==> config.mk <==
export PLATFORM = sky130hd
export DESIGN_NAME = key_io_responder
export DESIGN_NICKNAME = d
export VERILOG_FILES = /design/src/rtl/key_io_responder.sv
export SDC_FILE = /design/constraint.sdc
export NUM_CORES = 1
export LEC_CHECK = 0
export ABC_CLOCK_PERIOD_IN_PS = 4300
export CAP_MARGIN = 15
export CORE_MARGIN = 2
export CORE_UTILIZATION = 30
export CTS_BUF_LIST = sky130_fd_sc_hd__clkbuf_8
export DETAILED_ROUTE_END_ITERATION = 6
export DONT_BUFFER_PORTS = 1
export PLACE_DENSITY_LB_ADDON = 0.25
export SLEW_MARGIN = 20
export SYNTH_ARGS = -nofsm -noshare
export SYNTH_HDL_FRONTEND = slang
export SYNTH_SLANG_ARGS = --single-unit
==> constraint.sdc <==
create_clock -name clk -period 4.3 [get_ports clk]
set_clock_uncertainty 0.1 [all_clocks]
set_input_delay 0.43 -clock clk [delete_from_list [all_inputs] [get_ports clk]]
set_output_delay 0.43 -clock clk [all_outputs]
set_load 0.05 [all_outputs]
==> src/rtl/key_io_responder.sv <==
// Memory-mapped KEY pushbutton responder: synchronises and debounces the keys,
// exposes KDATA/KCTRL registers on the data port and raises a level interrupt.
module key_io_responder #(
    parameter int unsigned       DBITS           = 32,
    parameter int unsigned       KEY_BITS        = 4,
    parameter logic [DBITS-1:0]  ADDR_KDATA      = DBITS'(32'hF0000010),
    parameter logic [DBITS-1:0]  ADDR_KCTRL      = DBITS'(32'hF0000110),
    parameter int unsigned       DEBOUNCE_CYCLES = 3,
    parameter int unsigned       CNT_BITS        = 8
) (
    input  logic                clk,
    input  logic                reset,
    input  logic [KEY_BITS-1:0] KEY,
    input  logic [DBITS-1:0]    addrIn,
    input  logic                isLoad,
    input  logic                isStore,
    input  logic [DBITS-1:0]    dataIn,
    output logic [DBITS-1:0]    dataOut,
    output logic                hit,
    output logic                intr
);

    localparam logic [CNT_BITS-1:0] CNT_LAST = CNT_BITS'(DEBOUNCE_CYCLES - 1);

    logic [KEY_BITS-1:0] r_sync1;
    logic [KEY_BITS-1:0] r_sync2;
    logic [KEY_BITS-1:0] r_key;
    logic [KEY_BITS-1:0] w_key_next;
    logic [CNT_BITS-1:0] r_cnt      [KEY_BITS];
    logic [CNT_BITS-1:0] w_cnt_next [KEY_BITS];

    logic r_ready;
    logic r_overrun;
    logic r_ie;

    logic w_hit_kdata;
    logic w_hit_kctrl;
    logic w_rd_kdata;
    logic w_wr_kctrl;
    logic w_change;
    logic [DBITS-1:0] w_kdata_val;
    logic [DBITS-1:0] w_kctrl_val;
    logic w_unused_data;

    assign w_hit_kdata = (addrIn == ADDR_KDATA);
    assign w_hit_kctrl = (addrIn == ADDR_KCTRL);
    assign w_rd_kdata  = isLoad && w_hit_kdata;
    assign w_wr_kctrl  = isStore && w_hit_kctrl;
    assign w_change    = |(w_key_next ^ r_key);

    assign w_kdata_val = DBITS'(r_key);
    assign w_kctrl_val = DBITS'({r_ie, 1'b0, r_overrun, 1'b0, r_ready});

    // Only bits 2 and 4 of store data have meaning in KCTRL.
    assign w_unused_data = ^{dataIn[DBITS-1:5], dataIn[3], dataIn[1:0]};

    // Per-key debounce: accept a new level only after it has persisted.
    always_comb begin
        w_key_next = r_key;
        for (int i = 0; i < int'(KEY_BITS); i++) begin
            w_cnt_next[i] = '0;
            if (r_sync2[i] != r_key[i]) begin
                if (r_cnt[i] == CNT_LAST) begin
                    w_key_next[i] = r_sync2[i];
                end else begin
                    w_cnt_next[i] = r_cnt[i] + CNT_BITS'(1);
                end
            end
        end
    end

    always_ff @(posedge clk) begin
        if (reset) begin
            r_sync1 <= '0;
            r_sync2 <= '0;
            r_key   <= '0;
            for (int i = 0; i < int'(KEY_BITS); i++) begin
                r_cnt[i] <= '0;
            end
        end else begin
            r_sync1 <= ~KEY;
            r_sync2 <= r_sync1;
            r_key   <= w_key_next;
            for (int i = 0; i < int'(KEY_BITS); i++) begin
                r_cnt[i] <= w_cnt_next[i];
            end
        end
    end

    // A key event outranks both a concurrent KDATA read and an Overrun-clearing store.
    always_ff @(posedge clk) begin
        if (reset) begin
            r_ready   <= 1'b0;
            r_overrun <= 1'b0;
            r_ie      <= 1'b0;
        end else begin
            if (w_change && r_ready && !w_rd_kdata) begin
                r_overrun <= 1'b1;
            end else if (w_wr_kctrl && !dataIn[2]) begin
                r_overrun <= 1'b0;
            end

            if (w_change) begin
                r_ready <= 1'b1;
            end else if (w_rd_kdata) begin
                r_ready <= 1'b0;
            end

            if (w_wr_kctrl) begin
                r_ie <= dataIn[4];
            end
        end
    end

    always_comb begin
        dataOut = '0;
        if (isLoad) begin
            if (w_hit_kdata) begin
                dataOut = w_kdata_val;
            end else if (w_hit_kctrl) begin
                dataOut = w_kctrl_val;
            end
        end
    end

    assign hit  = w_hit_kdata || w_hit_kctrl;
    assign intr = r_ready && r_ie;

endmodule

==> run summary <==
The number of placed cells counting well taps is 342. The number of distinct library cells after synthesis was 34. The post-route fraction of the period consumed by the critical path was 0.572; the post-synthesis share of cell area spent on full adders, half adders and majority gates was 0.0437.

After detailed placement, the total cell area comes to 2310 sq um. The post-CTS repair timing setup buffer count is 0, and the first-iteration detailed-routing DRC count is 30. The critical path runs through a total of 4 cells.

The transition time at the pin with the least slew margin came out at 0.892 ns. The area fraction in compound gates after synthesis works out to 0.0191. The total area inside the core boundary comes to 7330 sq um. Of all cell types, the one taking the most synthesized area is sky130_fd_sc_hd__dfxtp_1. The largest single stage delay on the critical path is 0.57 ns. In the routed layout, each cell is associated on average with a via count of 4.34. During synthesis, Yosys emitted a total of 0 warnings. Summed over all failing endpoints, the final setup total negative slack is 0 ns.

The die boundary width is 91.4 um. Synthesis handed over a netlist of 249 instances. The reported max-cap violation count was 0. Power spread over the standard cell area amounts to 324 nW/um^2. Leaving out fill and tap cells, the most frequent cells in the layout are 47 x sky130_fd_sc_hd__dfxtp_1, 46 x sky130_fd_sc_hd__nor2_1, 27 x sky130_fd_sc_hd__conb_1, 17 x sky130_fd_sc_hd__xor2_1, 14 x sky130_fd_sc_hd__nand3_1.

Port buffering added 0 buffers. The class of the tightest hold or removal check is in2reg. After clock tree synthesis, the repair step resized 0 gates. The clock passes through at most 2 buffers.

TritonCTS built the clock tree. The initial antenna violation count is 0, and the number of buffer and inverter instances along the worst setup path is 0. The floorplan step set the die height to 91.4 um.

The run gives 6370 um as the wire length of the first global-routing pass. The endpoint kind of the worst setup timing path was an output port. In this run the remaining antenna-violating nets after routing total 0. Average wire length per cell after detail routing: 11.1 um. Wire length reported by the detailed router: 3870 um. The final non-filler cell total came out at 350.

The final route contains 1,520 vias. The floorplan step defined a die boundary enclosing 8350 sq um. The total track usage is 0.0956, and the arrival time of the worst setup path is 1.93 ns. The post-route standard cell area excluding fillers is 2390 sq um, and the time the worst path needs with I/O delays and setup is 2.46 ns. The worst hold path stage count is 1. Setup violations remaining at the end of the flow were counted as 0. After global routing the overflow that remains totals 0. The flow ran to the end, and the final reports show no timing, DRC or antenna violations. The mux cell area share after synthesis is 0.0262. The logic depth of the worst register-to-register path is 6. The basic-gate share of the synthesized area counting and, or, nand and nor cells is 0.280. The mean instance size in the synthesized netlist was 9.20 sq um. The share of the synthesized netlist area taken by xor and xnor gates came out at 0.107. The number of top-level pins was 106; the required time at the endpoint of the critical path was 3.77 ns. Sequential fraction of the synthesis area: 0.411.

The number of hold violations in the final report came out at 0. Kind of critical path: in2out. The repair_antennas step left the layout with diodes totalling 0. After detailed routing, the number of remaining DRC violations is 0. After synthesis, the largest family of logic cells by area is simple AND/OR/NAND/NOR gates. The synthesized design contains 47 register bits. The first detailed-routing pass ran for 4 iterations.

On the critical path the largest part of the delay comes from simple AND/OR/NAND/NOR gates. Largest fanout on the critical path: 8. At the end of the flow, the number of nets in the layout was 330.

Hold buffer count at CTS: 0. The run gives 2 as the number of levels the H-tree was split into. The library cell used as clock root buffer is sky130_fd_sc_hd__clkbuf_8. The number of global-route vias before repair was 1,403; the worst relative slew slack was 0.403. The clock-pin slew of the registers on the worst-case setup and hold paths is 0.09 ns. Launching element type of the critical path: an input pin. VDD sags by at most 101 uV.

The most common library cell in the layout ignoring fill and taps was sky130_fd_sc_hd__dfxtp_1. The share of the synthesized area in the top cell type was 0.411; the max-slew violation count was 0. The initialized floorplan defines 31 standard-cell rows. Derived from the worst setup path, the maximum achievable clock frequency is 407 MHz. The tools report the area of the mapped netlist as 2290 sq um. The ratio of cells with drive above 1 in the final layout is 0.0797. The half-perimeter wire length of the detailed placement result is 3010 um, and the effective utilization at floorplan is 0.312. The logs give 0.911 nW for the standby leakage power and 0.691 for the final weighted congestion in routability-driven placement. The clock insertion delay at the later pin of the skew report came out at 0.31 ns.

Setup repair after global routing left no endpoint under its margin. The area growth from synthesis to layout is 4.59%. Entering global routing, the biggest net connects 21 pins.

The clock buffer count from CTS was 5. Ranked by total cell area, the synthesized netlist is headed by sky130_fd_sc_hd__dfxtp_1 41%, sky130_fd_sc_hd__buf_4 8.9%, sky130_fd_sc_hd__nor2_1 7.5%, sky130_fd_sc_hd__xor2_1 6.5%, sky130_fd_sc_hd__ha_1 4.4%. For this design, the slowest cell found on the critical path is sky130_fd_sc_hd__and3b_1. Clock tree synthesis found a total of 47 sinks. Traced cell by cell, the critical path runs through nor4_2 > nand4_2 > nor3_1 > and3b_1.
==> logic make-up (layout without fill, tap and decap cells) <==
group                      after synthesis  count (layout)
and+or+nand+nor                        113             113
adders and majority gates                8               8
muxes                                    6               6
AOI/OAI and AO/OA                        6               6
buffers and inverters                   40              16
xor gates and xnor gates                28              28
other                                    1              27
DFF                                     47              47
==> power by group <==
part / internal (mW) / leakage, nW / switching [mW] / total [mW]
logic: 0.00744 / 0.490 / 0.0580 / 0.0654
clock network: 0.113 / 0.0402 / 0.155 / 0.268
registers: 0.440 / 0.380 / 0.00269 / 0.442
total: 0.560 / 0.911 / 0.216 / 0.776
==> final timing paths <==
path	from	end	slack (ns)
max	addrIn[13]	dataOut[1]	1.84
min	reset	r_ready	0.08
max reg2reg	r_cnt[0][0]	r_overrun	2.37
min reg2reg	r_sync1[2]	r_sync2[2]	0.35
==> stage by stage <==
stage	hold WS, ns	worst slack, ns	total power [mW]	util
3_3_place_gp	0.324	1.83	0.518	0.315
4_1_cts	0.0708	1.80	0.786	0.327
3_5_place_dp	0.337	1.77	0.518	0.315
6_report	0.0812	1.84	0.776	0.327
5_1_grt	0.0674	1.74	0.801	0.327
2_1_floorplan	0.314	1.28	0.538	-
==> cell usage after synthesis <==
| library cell | instances |
|---|---|
| sky130_fd_sc_hd__a21oi_1 | 2 |
| sky130_fd_sc_hd__o32ai_1 | 1 |
| sky130_fd_sc_hd__o41ai_1 | 1 |
| sky130_fd_sc_hd__o31ai_1 | 1 |
| sky130_fd_sc_hd__buf_4 | 27 |
| sky130_fd_sc_hd__clkbuf_1 | 4 |
| sky130_fd_sc_hd__buf_2 | 3 |
| sky130_fd_sc_hd__or4_1 | 1 |
| sky130_fd_sc_hd__nand2b_1 | 1 |
| sky130_fd_sc_hd__dfxtp_1 | 47 |
| sky130_fd_sc_hd__nand4_2 | 2 |
| sky130_fd_sc_hd__and2_1 | 2 |
| sky130_fd_sc_hd__and3b_1 | 3 |
| sky130_fd_sc_hd__inv_1 | 6 |
| sky130_fd_sc_hd__or3b_2 | 1 |
| sky130_fd_sc_hd__nor2_1 | 46 |
| sky130_fd_sc_hd__nand2_1 | 4 |
| sky130_fd_sc_hd__nor4_1 | 6 |
| sky130_fd_sc_hd__nor4b_4 | 1 |
| sky130_fd_sc_hd__ha_1 | 8 |
| sky130_fd_sc_hd__a2111oi_0 | 1 |
| sky130_fd_sc_hd__mux2i_1 | 6 |
| sky130_fd_sc_hd__nand4_1 | 1 |
| sky130_fd_sc_hd__and3_1 | 9 |
| sky130_fd_sc_hd__or4b_1 | 3 |
| sky130_fd_sc_hd__conb_1 | 1 |
| sky130_fd_sc_hd__nor3_1 | 5 |
| sky130_fd_sc_hd__xor2_1 | 17 |
| sky130_fd_sc_hd__xnor2_1 | 11 |
| sky130_fd_sc_hd__nor4_2 | 2 |
| sky130_fd_sc_hd__nor2b_1 | 4 |
| sky130_fd_sc_hd__nand3_1 | 14 |
| sky130_fd_sc_hd__nor4b_2 | 2 |
| sky130_fd_sc_hd__or3_1 | 6 |
==> per-layer routing <==
layer  up-vias  share of wire  track usage
met3         7          0.074       0.0307
met1       657           0.47        0.117
met2        72           0.43        0.149
met4         0          0.023       0.0492
met5         -              0            0
li1        784              -            -
==> registers in the layout, summed over array words and instances (netlist names) <==
register,cells
r_cnt,32
r_ie,1
r_key,4
r_overrun,1
r_ready,1
r_sync1,4
r_sync2,4
==> cell type report <==
cell class | instances | area, sq um
Inverter | 6 | 22.5
Fill cell | 761 | 4940
Multi-Input combinational cell | 188 | 1200
Tap cell | 99 | 124
Clock buffer | 5 | 68.8
Sequential cell | 47 | 941
Clock inverter | 3 | 20.0
Timing Repair Buffer | 2 | 15.0
(Power assumes the default switching activity.)
